$ cat config.mk
export PLATFORM = sky130hd
export DESIGN_NAME = fetch_trigger_responder
export DESIGN_NICKNAME = d
export VERILOG_FILES = /design/src/rtl/fetch_trigger_responder.sv
export SDC_FILE = /design/constraint.sdc
export NUM_CORES = 1
export LEC_CHECK = 0
export CAP_MARGIN = 20
export CORE_ASPECT_RATIO = 1.1
export CORE_MARGIN = 1
export CORE_UTILIZATION = 53
export CTS_CLUSTER_SIZE = 14
export DETAILED_ROUTE_END_ITERATION = 10
export GPL_TIMING_DRIVEN = 0
export PLACE_DENSITY = 0.93
export SYNTH_ARGS = -nofsm -noshare
export SYNTH_HDL_FRONTEND = slang
export SYNTH_SLANG_ARGS = --single-unit
$ cat constraint.sdc
create_clock -name clock -period 4.5 [get_ports clock]
set_input_delay 0.45 -clock clock [delete_from_list [all_inputs] [get_ports clock]]
set_output_delay 0.45 -clock clock [all_outputs]
set_load 0.05 [all_outputs]
$ cat src/rtl/fetch_trigger_responder.sv
// Fetch-side responder to the seven-phase fetch trigger sequence: owns the PC,
// drives the program-memory read port, assembles instructions and polices phase order.
module fetch_trigger_responder #(
  parameter int unsigned           ADDR_W   = 8,
  parameter int unsigned           DATA_W   = 8,
  parameter logic [ADDR_W-1:0]     RESET_PC = '0
) (
  input  logic                  clock,
  input  logic                  reset,
  input  logic                  latch_trigger,
  input  logic                  update_pc_trigger,
  input  logic                  fetch_prog_mem1_trigger,
  input  logic                  decode_instr1_trigger,
  input  logic                  fetch_prog_mem2_trigger,
  input  logic                  decode_instr2_trigger,
  input  logic                  out_latch_trigger,
  input  logic                  mem_mux_control,
  input  logic                  demux_control,
  input  logic                  pc_load,
  input  logic [ADDR_W-1:0]     pc_load_value,
  input  logic                  err_clear,
  output logic [ADDR_W-1:0]     mem_addr,
  output logic                  mem_rd_en,
  input  logic [DATA_W-1:0]     mem_rd_data,
  output logic [2*DATA_W-1:0]   instr,
  output logic [ADDR_W-1:0]     instr_pc,
  output logic                  instr_valid,
  output logic [ADDR_W-1:0]     pc,
  output logic                  seq_error,
  output logic [2:0]            seq_state
);

  typedef enum logic [2:0] {
    W_LATCH = 3'd0,
    W_UPD   = 3'd1,
    W_F1    = 3'd2,
    W_D1    = 3'd3,
    W_F2    = 3'd4,
    W_D2    = 3'd5,
    W_OUT   = 3'd6
  } state_t;

  localparam logic [ADDR_W-1:0] PC_ONE = ADDR_W'(1);
  localparam logic [ADDR_W-1:0] PC_TWO = ADDR_W'(2);

  state_t               r_state, w_next_state;
  logic [ADDR_W-1:0]    r_pc;
  logic                 r_started;
  logic                 r_pend_load;
  logic [ADDR_W-1:0]    r_pend_val;
  logic [DATA_W-1:0]    r_instr_hi;
  logic [DATA_W-1:0]    r_instr_lo;
  logic [2*DATA_W-1:0]  r_instr;
  logic [ADDR_W-1:0]    r_instr_pc;
  logic                 r_instr_valid;
  logic                 r_seq_error;

  logic [6:0]           w_trig;
  logic [6:0]           w_expected_trig;
  logic                 w_exp_mux;
  logic                 w_exp_demux;
  logic                 w_any_trig;
  logic                 w_legal;
  logic                 w_illegal;
  logic                 w_resync;
  logic                 w_do_latch;

  assign w_trig = {out_latch_trigger, decode_instr2_trigger, fetch_prog_mem2_trigger,
                   decode_instr1_trigger, fetch_prog_mem1_trigger, update_pc_trigger,
                   latch_trigger};

  assign w_expected_trig = 7'b000_0001 << r_state;
  assign w_exp_mux       = (r_state == W_D1) || (r_state == W_F2);
  assign w_exp_demux     = (r_state == W_D2) || (r_state == W_OUT);
  assign w_any_trig      = |w_trig;
  assign w_legal         = (w_trig == w_expected_trig) &&
                           (mem_mux_control == w_exp_mux) &&
                           (demux_control == w_exp_demux);
  assign w_illegal       = w_any_trig && !w_legal;
  // A lone, clean latch trigger out of order still starts a fresh sequence.
  assign w_resync        = w_illegal && (w_trig == 7'b000_0001) &&
                           !mem_mux_control && !demux_control;
  assign w_do_latch      = (w_legal && (r_state == W_LATCH)) || w_resync;

  always_comb begin
    w_next_state = r_state;
    if (w_legal) begin
      w_next_state = (r_state == W_OUT) ? W_LATCH : state_t'(r_state + 3'd1);
    end else if (w_illegal) begin
      w_next_state = w_resync ? W_UPD : W_LATCH;
    end
  end

  always_comb begin
    mem_rd_en = 1'b0;
    mem_addr  = r_pc;
    if (w_legal && (r_state == W_F1)) begin
      mem_rd_en = 1'b1;
    end else if (w_legal && (r_state == W_F2)) begin
      mem_rd_en = 1'b1;
      mem_addr  = r_pc + PC_ONE;
    end
  end

  always_ff @(posedge clock or posedge reset) begin
    if (reset) begin
      r_state       <= W_LATCH;
      r_pc          <= RESET_PC;
      r_started     <= 1'b0;
      r_pend_load   <= 1'b0;
      r_pend_val    <= '0;
      r_instr_hi    <= '0;
      r_instr_lo    <= '0;
      r_instr       <= '0;
      r_instr_pc    <= '0;
      r_instr_valid <= 1'b0;
      r_seq_error   <= 1'b0;
    end else begin
      r_state       <= w_next_state;
      r_instr_valid <= w_legal && (r_state == W_OUT);

      if (w_illegal) begin
        r_seq_error <= 1'b1;
      end else if (err_clear) begin
        r_seq_error <= 1'b0;
      end

      if (w_do_latch) begin
        r_pend_load <= pc_load;
        r_pend_val  <= pc_load_value;
      end

      if (w_legal) begin
        unique case (r_state)
          W_UPD: begin
            if (r_pend_load) begin
              r_pc <= r_pend_val;
            end else if (r_started) begin
              r_pc <= r_pc + PC_TWO;
            end
            r_started   <= 1'b1;
            r_pend_load <= 1'b0;
          end
          W_D1:  r_instr_hi <= mem_rd_data;
          W_D2:  r_instr_lo <= mem_rd_data;
          W_OUT: begin
            r_instr    <= {r_instr_hi, r_instr_lo};
            r_instr_pc <= r_pc;
          end
          default: ;
        endcase
      end
    end
  end

  assign instr       = r_instr;
  assign instr_pc    = r_instr_pc;
  assign instr_valid = r_instr_valid;
  assign pc          = r_pc;
  assign seq_error   = r_seq_error;
  assign seq_state   = r_state;

endmodule
* After elaboration in Yosys (flattened, before gate mapping)
Index checks and enable logic that the tools add are counted.
W data, S select, Z words.
** Word-level totals
- Bits in registers :: 63
- Bits in latches :: 0
- Bits in writable memories :: 0
- Bits in read-only memories :: 0
- Bits of input ports :: 29
- Output and inout bits :: 46
- Memories :: 0
** Cells by class
- Add/sub/neg operators :: 3
- $mul :: 0
- Div/mod/pow operators :: 0
- $lt $le $gt $ge :: 0
- Equality and inequality tests :: 10
- Shift-type cells :: 1
- Muxes and demuxes :: 15
- Bitwise logic cells :: 0
- Reductions and logical operators :: 26
** Operators with widths (count)
- $mux W8 :: 4
- $logic_and A1 B1 Y1 :: 10
- $eq A3 B3 Y1 const B :: 3
- $mux W3 :: 3
- $add A8 B1 Y8 const B :: 1
- $add A8 B2 Y8 const B :: 1
- $mux W1 :: 8
- $reduce_and A2 Y1 :: 4
- $eq A7 B1 Y1 const B :: 1
- $eq A7 B7 Y1 :: 1
- $reduce_or A7 Y1 :: 1
- $shl A1 B3 Y7 const A :: 1
- $eq A3 B2 Y1 const B :: 2
- $reduce_bool A2 Y1 :: 3
- $add A3 B1 Y3 const B :: 1
- $eq A3 B1 Y1 const B :: 1
- $logic_not A1 Y1 :: 3
- $logic_not A3 Y1 :: 1
- $logic_or A1 B1 Y1 :: 3
- $reduce_and A3 Y1 :: 1
- $eq A1 B1 Y1 :: 2

* Logic depth before layout (Yosys ltp)
Gate-level depths: netlist of run 1.
- Depth in word-level cells :: 14
- Depth in mapped cells :: 10
- Mapped depth without buffers :: 7

* Least setup slack after synthesis of run 1
OpenSTA, ideal clock, no wires.
- Kind :: reg2out
- Start point :: register r_state[0] (netlist: seq_state[0])
- End point :: output port mem_addr[3]
- Data arrival time :: 3.130 ns
- Required time :: 4.050 ns
- Setup slack :: 0.920 ns
- Cell stages (with the launch flop) :: 10
- Buffers on the path :: 2
- Cells stage by stage :: dfrtp_1 -> buf_2 -> and2_1 -> ha_1 -> xnor2_1 -> nand4_1 -> nor4_1 -> clkbuf_1 -> nand4_1 -> xnor2_1
** On the way
- Longest elaborated chain between the ends :: 8
** Ends and longest elaborated chain
- start: declaration :: line 46 : state_t r_state, w_next_state;
- start signal: assignment :: line 119 : r_state <= w_next_state;
- $eq A3 B2 Y1 / $eq A3 B3 Y1 (equally long branches) :: line 73, 99
- $logic_or A1 B1 Y1 :: line 73 : assign w_exp_mux = (r_state == W_D1) || (r_state == W_F2);
- $eq A1 B1 Y1 :: line 77 : (mem_mux_control == w_exp_mux) &&
- $logic_and A1 B1 Y1 :: line 76 : assign w_legal = (w_trig == w_expected_trig) &&
- $logic_and A1 B1 Y1 :: line 77
- $logic_and A1 B1 Y1 :: line 99 : end else if (w_legal && (r_state == W_F2)) begin
- $mux W8 :: line 99
- $mux W8 * :: line 97 : if (w_legal && (r_state == W_F1)) begin
- end: declaration :: line 22 : output logic [ADDR_W-1:0] mem_addr,
Mark *: on every way between the ends. The rest lies on a longest branch, timed or not.

* Worst setup path after layout of run 1
- Start point :: register r_state[0] (netlist: seq_state[0])
- End point :: output port mem_addr[1]
Same word-level chain as after synthesis.

==> flow_summary_export.csv, run 1 <==
group,metric,value,unit
status,status,"finished, final reports clean",
worst_setup_path,crit_slowest_cell,"clkdlybuf4s50_1",
die,rows,28,
grt,grt_max_degree,35,
hold_path,min_to,"instr[7]$_DFFE_PP0P_",
timing,slew_viol_final,0,
route,dr.pass1.iters,4,
worst_setup_path,start_kind,"flip-flop",
worst_setup_path,crit_fanout,10,
hold_path,hold_start,"r_instr_lo[7]$_DFFE_PP0P_",
synth,yosysWarnings,0,
worst_setup_path,ff2ff_setup_slack,1.37,ns
layout,multi_input_area,1350,um^2
synth,synth_fp_nets,287,
power_and_ir_drop,p_per_area,289,nW/um^2
worst_setup_path,critPathKind,"reg2out",
timing,setup_tns,0,ns
die,ioPinCount,75,
layout,postLayoutCellArea,4080,um^2
power_and_ir_drop,power_leakage,1.83,nW
synth,synth_seq_cells,63,
grt,grt_overflow_total,0,
layout,regArea,1580,um^2
clocking,cts_buffer_depth,2,
timing,max_freq,0.236,GHz
clocking,root_buffer,"clkbuf_8",
route,drt-initial-drc-count,201,
power_and_ir_drop,ir_drop,0.251,mV
synth,ys_types,43,
hold_path,hp-class,"reg2reg",
worst_setup_path,crit_path_end_kind,"output pin",
layout,finalNonFillerCells,421,
timing,holdWs,0.506,ns
die,dieWidth,73.9,um
timing,tightestPinTransition,0.916,ns
place,port-buffer-count,74,
grt,grt_pass1_vias,2404,
grt,antenna_found_initial,0,
die,die_area,5990,um^2
layout,final_common_cell,"clkdlybuf4s50_1",
route,drc,0,
die,start_util,55.4,%
timing,fin_ws,0.262,ns
clocking,cts_tree,"yes",
grt,grt_pass1_wl,11.3,mm
clocking,numCtsBuffers,9,
clocking,insertion_delay,0.34,ns
clocking,cts_hold_buf,0,
synth,syn_area_per_cell,11.8,um^2
worst_setup_path,critPathTopFamily,"buffers and inverters",
die,coreArea,5430,um^2
timing,max_slew_margin,38.5,%
timing,finalHoldViolations,0,
synth,synth_area,3010,um^2
clocking,h-tree-depth,3,
timing,rsz0062_at_grt,"false",
layout,most-common-layout-cells,"74 x clkdlybuf4s50_1, 63 x dfrtp_1, 50 x mux2_2",
clocking,post-cts-setup-buffer-count,0,
timing,clock_skew,0.00754,ns
place,gp_congestion,0.889,
place,dp.final_hpwl,5.12,mm
worst_setup_path,r2r-start,"seq_state[0]$_DFFE_PP0P_",
layout,nNetsFinal,373,
route,detail_route.wl_per_cell,16.7,um
die,fp.dieH,81.0,um
place,place_ws,0.181,ns
layout,nFillCells,386,
synth,ys_seq_area_share,52.4,%
synth,synthCells,255,
worst_setup_path,cp_cell_sequence,"buf_2, and2_1, ha_1, xnor2_1, nand4_1, nor4_2, clkbuf_1, nand2_1, mux2_2, clkdlybuf4s50_1",
hold_path,holdPathStages,1,
worst_setup_path,worstPathArrival,3.79,ns
worst_setup_path,critPathBufInv,3,
place,dpl-instance-area,3860,um^2
worst_setup_path,critPathMaxStageDelay,0.81,ns
worst_setup_path,r2r_cells,9,
route,wl,7.01,mm
worst_setup_path,reg2reg_to,"pc[2]$_DFFE_PP0P_",
clocking,clk_pin_slew,0.07,ns
route,routed_via_density,5.69,
timing,timing.final.crit_period,4.24,ns
timing,period_share,94.2,%
job,drv_cap,0,
worst_setup_path,critPathRequiredTime,4.05,ns
place,dp_cells,405,
grt,track_usage,25.4,%
layout,syn_to_final_growth,35.5,%
clocking,cts.sinks,63,
layout,drive_above_1_share,23.7,%
route,num_vias,2396,
timing,finalSetupViolCount,0,
layout,n_antenna_cell,0,
route,antenna_left,0,
==> per-stage QoR <==
stage,total power [W],util [%]
after floorplan,0.000639,-
after global placement,0.000676,70.8
after detailed placement,0.000682,71.2
after CTS,0.00118,75.0
after global routing,0.00122,75.1
final,0.00118,75.1
==> area by class of cell <==
class,count,share of cell area (%)
Clock buffer,13,4.14
Clock inverter,3,0.981
Multi-Input combinational cell,173,33.0
Sequential cell,63,38.6
Buffer,11,1.56
Timing Repair Buffer,75,18.6
Inverter,8,0.736
Tap cell,75,2.30
==> synth_stat cells (all sizes together) <==
cell type	instances	area [um^2]
mux2i	1	10.0
a31o	1	8.76
or3b	1	8.76
nand3	8	40.0
nand2	15	56.3
clkbuf	3	11.3
mux2	50	563
a21boi	1	7.51
ha	3	37.5
nand3b	2	15.0
o21ai	16	80.1
o2bb2ai	1	8.76
a211oi	1	7.51
nor4b	1	8.76
or4	3	22.5
a31oi	9	56.3
or3	2	12.5
buf	8	52.6
o31ai	1	21.3
and3	3	18.8
nor3	6	30.0
dfrtp	63	1580
o41ai	2	17.5
nor3b	2	20.0
and3b	1	8.76
o21a	1	7.51
nand4	7	43.8
a21oi	9	45.0
nor2	5	26.3
o32ai	1	8.76
xnor2	9	78.8
o211ai	1	7.51
nor4	1	6.26
and2	2	12.5
or2	2	12.5
nor2b	2	12.5
o22ai	3	18.8
inv	8	30.0
==> worst reg2reg max path: stages, from the launching register on <==
cell	delay, ns
dfrtp_1	0.38
buf_2	0.18
and2_1	0.19
ha_1	0.21
xnor2_1	0.17
nand4_1	0.19
or4_1	0.55
buf_2	0.19
nor3_1	0.71
a21oi_1	0.18
==> worst max path at each step <==
stage                        startpoint           to  slack, ns  cells after the start
3_3_place_gp              latch_trigger  mem_addr[1]       0.26                      9
5_1_grt        seq_state[0]$_DFFE_PP0P_  mem_addr[1]       0.09                     10
6_report       seq_state[0]$_DFFE_PP0P_  mem_addr[1]       0.26                     10
3_5_place_dp              latch_trigger  mem_addr[1]       0.18                      9
2_1_floorplan  seq_state[0]$_DFFE_PP0P_  mem_addr[3]       0.92                      9
4_1_cts        seq_state[0]$_DFFE_PP0P_  mem_addr[1]       0.14                     10
==> cells by family (layout without fill, tap and decap cells) <==
kind of cell               Yosys count  count (layout)  synth area share [%]
AOI/OAI and AO/OA                   47              47                  9.81
adders and majority gates            3               3                  1.25
DFF                                 63              63                  52.4
buffers and inverters               19             110                  3.12
xor gates and xnor gates             9               9                  2.62
muxes                               51              51                  19.0
and+or+nand+nor                     63              63                  11.8
==> per-layer routing <==
metal  part of all wire [%]  wire [um]  up-vias  track usage (%)
li1                       -          -     1111                -
met2                     49       3460       99             42.1
met1                     41       2880     1171             30.7
met3                    7.2        505       15             7.07
met5                      0          0        -                0
met4                    2.3        159        0             12.1
==> flip-flops by register name, indices dropped and copies added, names as in the netlist <==
| signal | count |
|---|---|
| instr | 16 |
| instr_pc | 8 |
| instr_valid | 1 |
| pc | 8 |
| r_instr_hi | 8 |
| r_instr_lo | 8 |
| r_pend_load | 1 |
| r_pend_val | 8 |
| r_started | 1 |
| seq_error | 1 |
| seq_state | 3 |
==> report_power, final <==
part / total, W / leakage, nW / internal [W] / switching [W]
Combinational: 0.0000866 / 0.856 / 0.0000445 / 0.0000421
Sequential: 0.000585 / 0.867 / 0.000578 / 0.00000761
Clock: 0.000508 / 0.109 / 0.000300 / 0.000209
==> timing repair <==
item / in CTS / in global routing
setup endpoints to repair: 0 / 5
endpoints found under the hold margin: 0 / 0
gates resized for setup: 0 / 1
Note: power is estimated with default switching activity, not from simulation.
==> run 2: changes to the inputs <==
CORE_ASPECT_RATIO = 0.75   (was 1.1)
clock period = 5.12 ns   (was 4.5 ns; I/O delays follow)
==> flow_summary_export.csv, run 2 (synthesis results as in run 1) <==
group,metric,value,unit
status,status,"finished, final reports clean",
power_and_ir_drop,ir_drop,0.200,mV
worst_setup_path,r2r-start,"seq_state[0]$_DFFE_PP0P_",
die,die_area,5990,um^2
place,dp_cells,405,
grt,grt_pass1_vias,2423,
worst_setup_path,start_kind,"flip-flop",
grt,grt_max_degree,43,
die,ioPinCount,75,
route,wl,7.70,mm
worst_setup_path,crit_path_end_kind,"output pin",
clocking,cts_tree,"yes",
route,antenna_left,0,
route,detail_route.wl_per_cell,18.3,um
clocking,root_buffer,"clkbuf_8",
clocking,cts_buffer_depth,2,
grt,antenna_found_initial,0,
timing,clock_skew,0.00896,ns
job,drv_cap,0,
timing,slew_viol_final,0,
die,start_util,55.6,%
timing,finalSetupViolCount,0,
hold_path,hp-class,"in2async",
timing,tightestPinTransition,0.876,ns
clocking,clk_pin_slew,0.08,ns
route,drc,0,
layout,largest_reg_flops,16,
route,dr.pass1.iters,5,
timing,max_freq,0.226,GHz
die,coreArea,5410,um^2
clocking,cts.sinks,63,
place,dp.final_hpwl,5.32,mm
clocking,cts_hold_buf,0,
route,num_vias,2480,
die,rows,23,
layout,n_antenna_cell,0,
clocking,h-tree-depth,3,
timing,timing.final.crit_period,4.42,ns
worst_setup_path,critPathKind,"reg2out",
timing,period_share,86.4,%
layout,finalNonFillerCells,421,
worst_setup_path,critPathRequiredTime,4.61,ns
timing,max_slew_margin,41.2,%
grt,grt_pass1_wl,11.9,mm
worst_setup_path,crit_fanout,10,
power_and_ir_drop,p_per_area,264,nW/um^2
layout,most-common-layout-cells,"74 x clkdlybuf4s50_1, 63 x dfrtp_1, 50 x mux2_2",
layout,drive_above_1_share,23.7,%
clocking,insertion_delay,0.35,ns
route,routed_via_density,5.89,
power_and_ir_drop,power_leakage,1.84,nW
place,port-buffer-count,74,
worst_setup_path,ff2ff_setup_slack,2.01,ns
place,gp_congestion,0.910,
layout,syn_to_final_growth,36.0,%
clocking,numCtsBuffers,9,
route,drt-initial-drc-count,181,
clocking,post-cts-setup-buffer-count,0,
timing,setup_tns,0,ns
clocking,cts_resized,0,
die,fp.dieH,67.3,um
layout,final_common_cell,"clkdlybuf4s50_1",
die,dieWidth,89.0,um
layout,nNetsFinal,373,
timing,finalHoldViolations,0,
worst_setup_path,reg2reg_to,"pc[5]$_DFFE_PP0P_",
worst_setup_path,r2r_cells,9,
grt,grt_overflow_total,0,
timing,rsz0062_at_grt,"false",
worst_setup_path,worstPathArrival,3.91,ns
grt,track_usage,27.7,%
==> run 2: cell count changes in the layout (fill, tap and decap cells not counted), sizes merged <==
cell and change:
clkinv +1, clkbuf -4, bufinv +1, inv +2
==> run 2: cell type report <==
class | count | area [um^2]
flip-flops and latches | 63 | 1580
multi-input cells | 173 | 1340
fillers | 379 | 1320
repair buffers | 75 | 761
clock buffers | 9 | 124
clock inverters | 7 | 104
well taps | 75 | 93.8
plain buffers | 11 | 63.8
inverters | 8 | 30.0
==> run 2: through the flow <==
stage / power (W) / cell area, um^2 / hold slack, ns / util [%] / setup WS (ns)
global route: 0.00112 / 4090 / 0.527 / 75.6 / 0.453
detailed placement: 0.000599 / 3860 / 0.491 / 71.4 / 0.818
CTS: 0.00109 / 4090 / 0.489 / 75.6 / 0.731
floorplan: 0.000561 / 3010 / 0.474 / - / 1.48
finish: 0.00108 / 4090 / 0.488 / 75.6 / 0.697
global placement: 0.000595 / 3840 / 0.479 / 71.1 / 0.830
==> run 2: critical path: stages (launching register included) <==
cell	delay [ns]
dfrtp_1	0.37
buf_2	0.17
and2_1	0.19
ha_1	0.23
xnor2_1	0.19
nand4_1	0.17
nor4_1	0.62
clkbuf_1	0.38
nand2_1	0.16
mux2_2	0.29
clkdlybuf4s50_1	0.80
==> run 2: how the worst max path moves through the flow <==
stage	start	to	cells past startpoint	slack [ns]
final	seq_state[0]$_DFFE_PP0P_	mem_addr[1]	10	0.70
after global routing	seq_state[0]$_DFFE_PP0P_	mem_addr[3]	10	0.45
after CTS	seq_state[0]$_DFFE_PP0P_	mem_addr[1]	10	0.73
after detailed placement	latch_trigger	mem_addr[1]	9	0.82
after global placement	latch_trigger	mem_addr[7]	9	0.83
after floorplan	seq_state[0]$_DFFE_PP0P_	mem_addr[3]	9	1.48
==> run 2: routing by layer <==
layer  part of all wire (%)  track usage, %  up-vias
li1                       -               -     1106
met1                     40            33.2     1234
met2                     49            46.7      127
met3                    9.0            10.6       13
met4                    1.2            8.73        0
met5                      0               0        -
==> run 2: power by group <==
part	internal, W	switching [W]
clock network	0.000280	0.000210
registers	0.000507	0.00000669
logic	0.0000391	0.0000384
total	0.000826	0.000255
==> run 3: changes to the inputs <==
ABC_CLOCK_PERIOD_IN_PS = 5120   (was not set)
REMOVE_ABC_BUFFERS = 1   (was not set)
==> flow_summary_export.csv, run 3 (synthesis results as in run 1) <==
group,metric,value,unit
layout,nNetsFinal,363,
route,drt-initial-drc-count,212,
timing,finalHoldViolations,0,
die,rows,23,
timing,max_freq,0.210,GHz
route,drc,0,
die,dieWidth,89.0,um
place,dp.final_hpwl,4.79,mm
layout,largest_reg_flops,16,
route,wl,6.92,mm
die,die_area,5990,um^2
die,start_util,55.6,%
timing,finalSetupViolCount,0,
clocking,cts_tree,"yes",
clocking,post-cts-setup-buffer-count,0,
worst_setup_path,critPathKind,"reg2out",
layout,multi_input_area,1350,um^2
route,detail_route.wl_per_cell,16.8,um
timing,period_share,92.9,%
worst_setup_path,worstPathArrival,4.24,ns
place,port-buffer-count,74,
worst_setup_path,critPathRequiredTime,4.61,ns
power_and_ir_drop,power.total,0.000977,W
status,status,"finished, final reports clean",
layout,nFillCells,393,
die,fp.dieH,67.3,um
clocking,cts_resized,0,
route,antenna_left,0,
layout,finish.utilization,73.8,%
layout,most-common-layout-cells,"74 x clkdlybuf4s50_1, 63 x dfrtp_1, 50 x mux2_2",
clocking,numCtsBuffers,9,
job,drv_cap,0,
clocking,cts.sinks,63,
clocking,root_buffer,"clkbuf_8",
grt,grt_overflow_total,0,
clocking,insertion_delay,0.33,ns
grt,antenna_found_initial,0,
worst_setup_path,start_kind,"flip-flop",
layout,n_antenna_cell,0,
layout,drive_above_1_share,22.0,%
worst_setup_path,crit_slowest_cell,"clkdlybuf4s50_1",
worst_setup_path,crit_path_end_kind,"output pin",
timing,rsz0062_at_grt,"false",
timing,setup_tns,0,ns
grt,grt_pass1_wl,11.2,mm
route,routed_via_density,5.70,
hold_path,hp-class,"reg2reg",
timing,timing.final.crit_period,4.75,ns
timing,tightestPinTransition,0.983,ns
route,num_vias,2341,
power_and_ir_drop,power_leakage,1.77,nW
worst_setup_path,critPathMaxStageDelay,0.85,ns
grt,grt_max_degree,44,
layout,final_common_cell,"clkdlybuf4s50_1",
layout,postLayoutCellArea,3990,um^2
clocking,h-tree-depth,3,
timing,clock_skew,0.00711,ns
layout,syn_to_final_growth,32.6,%
power_and_ir_drop,p_per_area,245,nW/um^2
power_and_ir_drop,ir_drop,0.171,mV
grt,grt_pass1_vias,2261,
worst_setup_path,cp_cell_sequence,"and2_1, ha_1, xnor2_1, nand4_1, nor4_2, buf_4, nand4_1, xnor2_1, clkdlybuf4s50_1",
grt,track_usage,25.4,%
route,dr.pass1.iters,5,
clocking,cts_buffer_depth,2,
die,coreArea,5410,um^2
clocking,clk_pin_slew,0.07,ns
timing,max_slew_margin,33.9,%
clocking,cts_hold_buf,0,
layout,regArea,1580,um^2
place,dpl-instance-area,3810,um^2
place,gp_congestion,0.875,
timing,slew_viol_final,0,
die,ioPinCount,75,
worst_setup_path,crit_fanout,19,
==> run 3: cell count changes in the layout (fill, tap and decap cells not counted), moves of 2 or more <==
cell,previous run,this run
bufinv_16,2,0
clkinv_4,3,0
buf_2,3,0
inv_6,2,0
buf_4,5,1
clkinv_2,0,2
clkbuf_8,9,11
==> run 3: final cells by class <==
cell class                      instances  area share, %
Multi-Input combinational cell        173           33.7
Tap cell                               75           2.35
Clock buffer                           13           3.98
Timing Repair Buffer                   76           19.2
Clock inverter                          3          0.439
Sequential cell                        63           39.5
Inverter                                8          0.752
==> run 3: where the power goes <==
part | internal (W) | switching [W]
registers | 0.000508 | 0.00000769
logic | 0.0000384 | 0.0000365
clock network | 0.000201 | 0.000186
==> run 3: metal layers <==
metal | wire length [um] | track usage [%] | vias up
met1 | 3050 | 33.9 | 1141
li1 | - | - | 1096
met5 | 0 | 0 | -
met3 | 456 | 8.80 | 8
met2 | 3370 | 41.1 | 96
met4 | 39 | 4.37 | 0
==> run 3: final timing paths <==
path	startpoint	end	slack (ns)	depth (start not counted)
max	seq_state[0]$_DFFE_PP0P_	mem_addr[4]	0.37	9
min	r_instr_hi[1]$_DFFE_PP0P_	instr[9]$_DFFE_PP0P_	0.50	1
max reg2reg	seq_state[0]$_DFFE_PP0P_	instr_pc[3]$_DFFE_PP0P_	1.68	7
min reg2reg	r_instr_hi[1]$_DFFE_PP0P_	instr[9]$_DFFE_PP0P_	0.50	1
max in group asynchronous	reset	instr[0]$_DFFE_PP0P_	4.04	3
min in group asynchronous	reset	r_instr_hi[7]$_DFFE_PP0P_	0.51	2
==> run 3: critical path: cells and delay by family (launching register included) <==
kind	cells	cell delay (ns)
xor gates and xnor gates	2	0.42
adders and majority gates	1	0.21
DFF	1	0.72
and+or+nand+nor	4	1.38
buffers and inverters	2	1.17
==> run 3: metrics by stage <==
stage          hold slack (ns)  setup WS [ns]  cells
6_report                 0.504          0.366    411
3_5_place_dp             0.489          0.635    395
3_3_place_gp             0.482         -0.770    393
5_1_grt                  0.512          0.150    411
2_1_floorplan            0.474          0.307    244
4_1_cts                  0.504          0.390    411
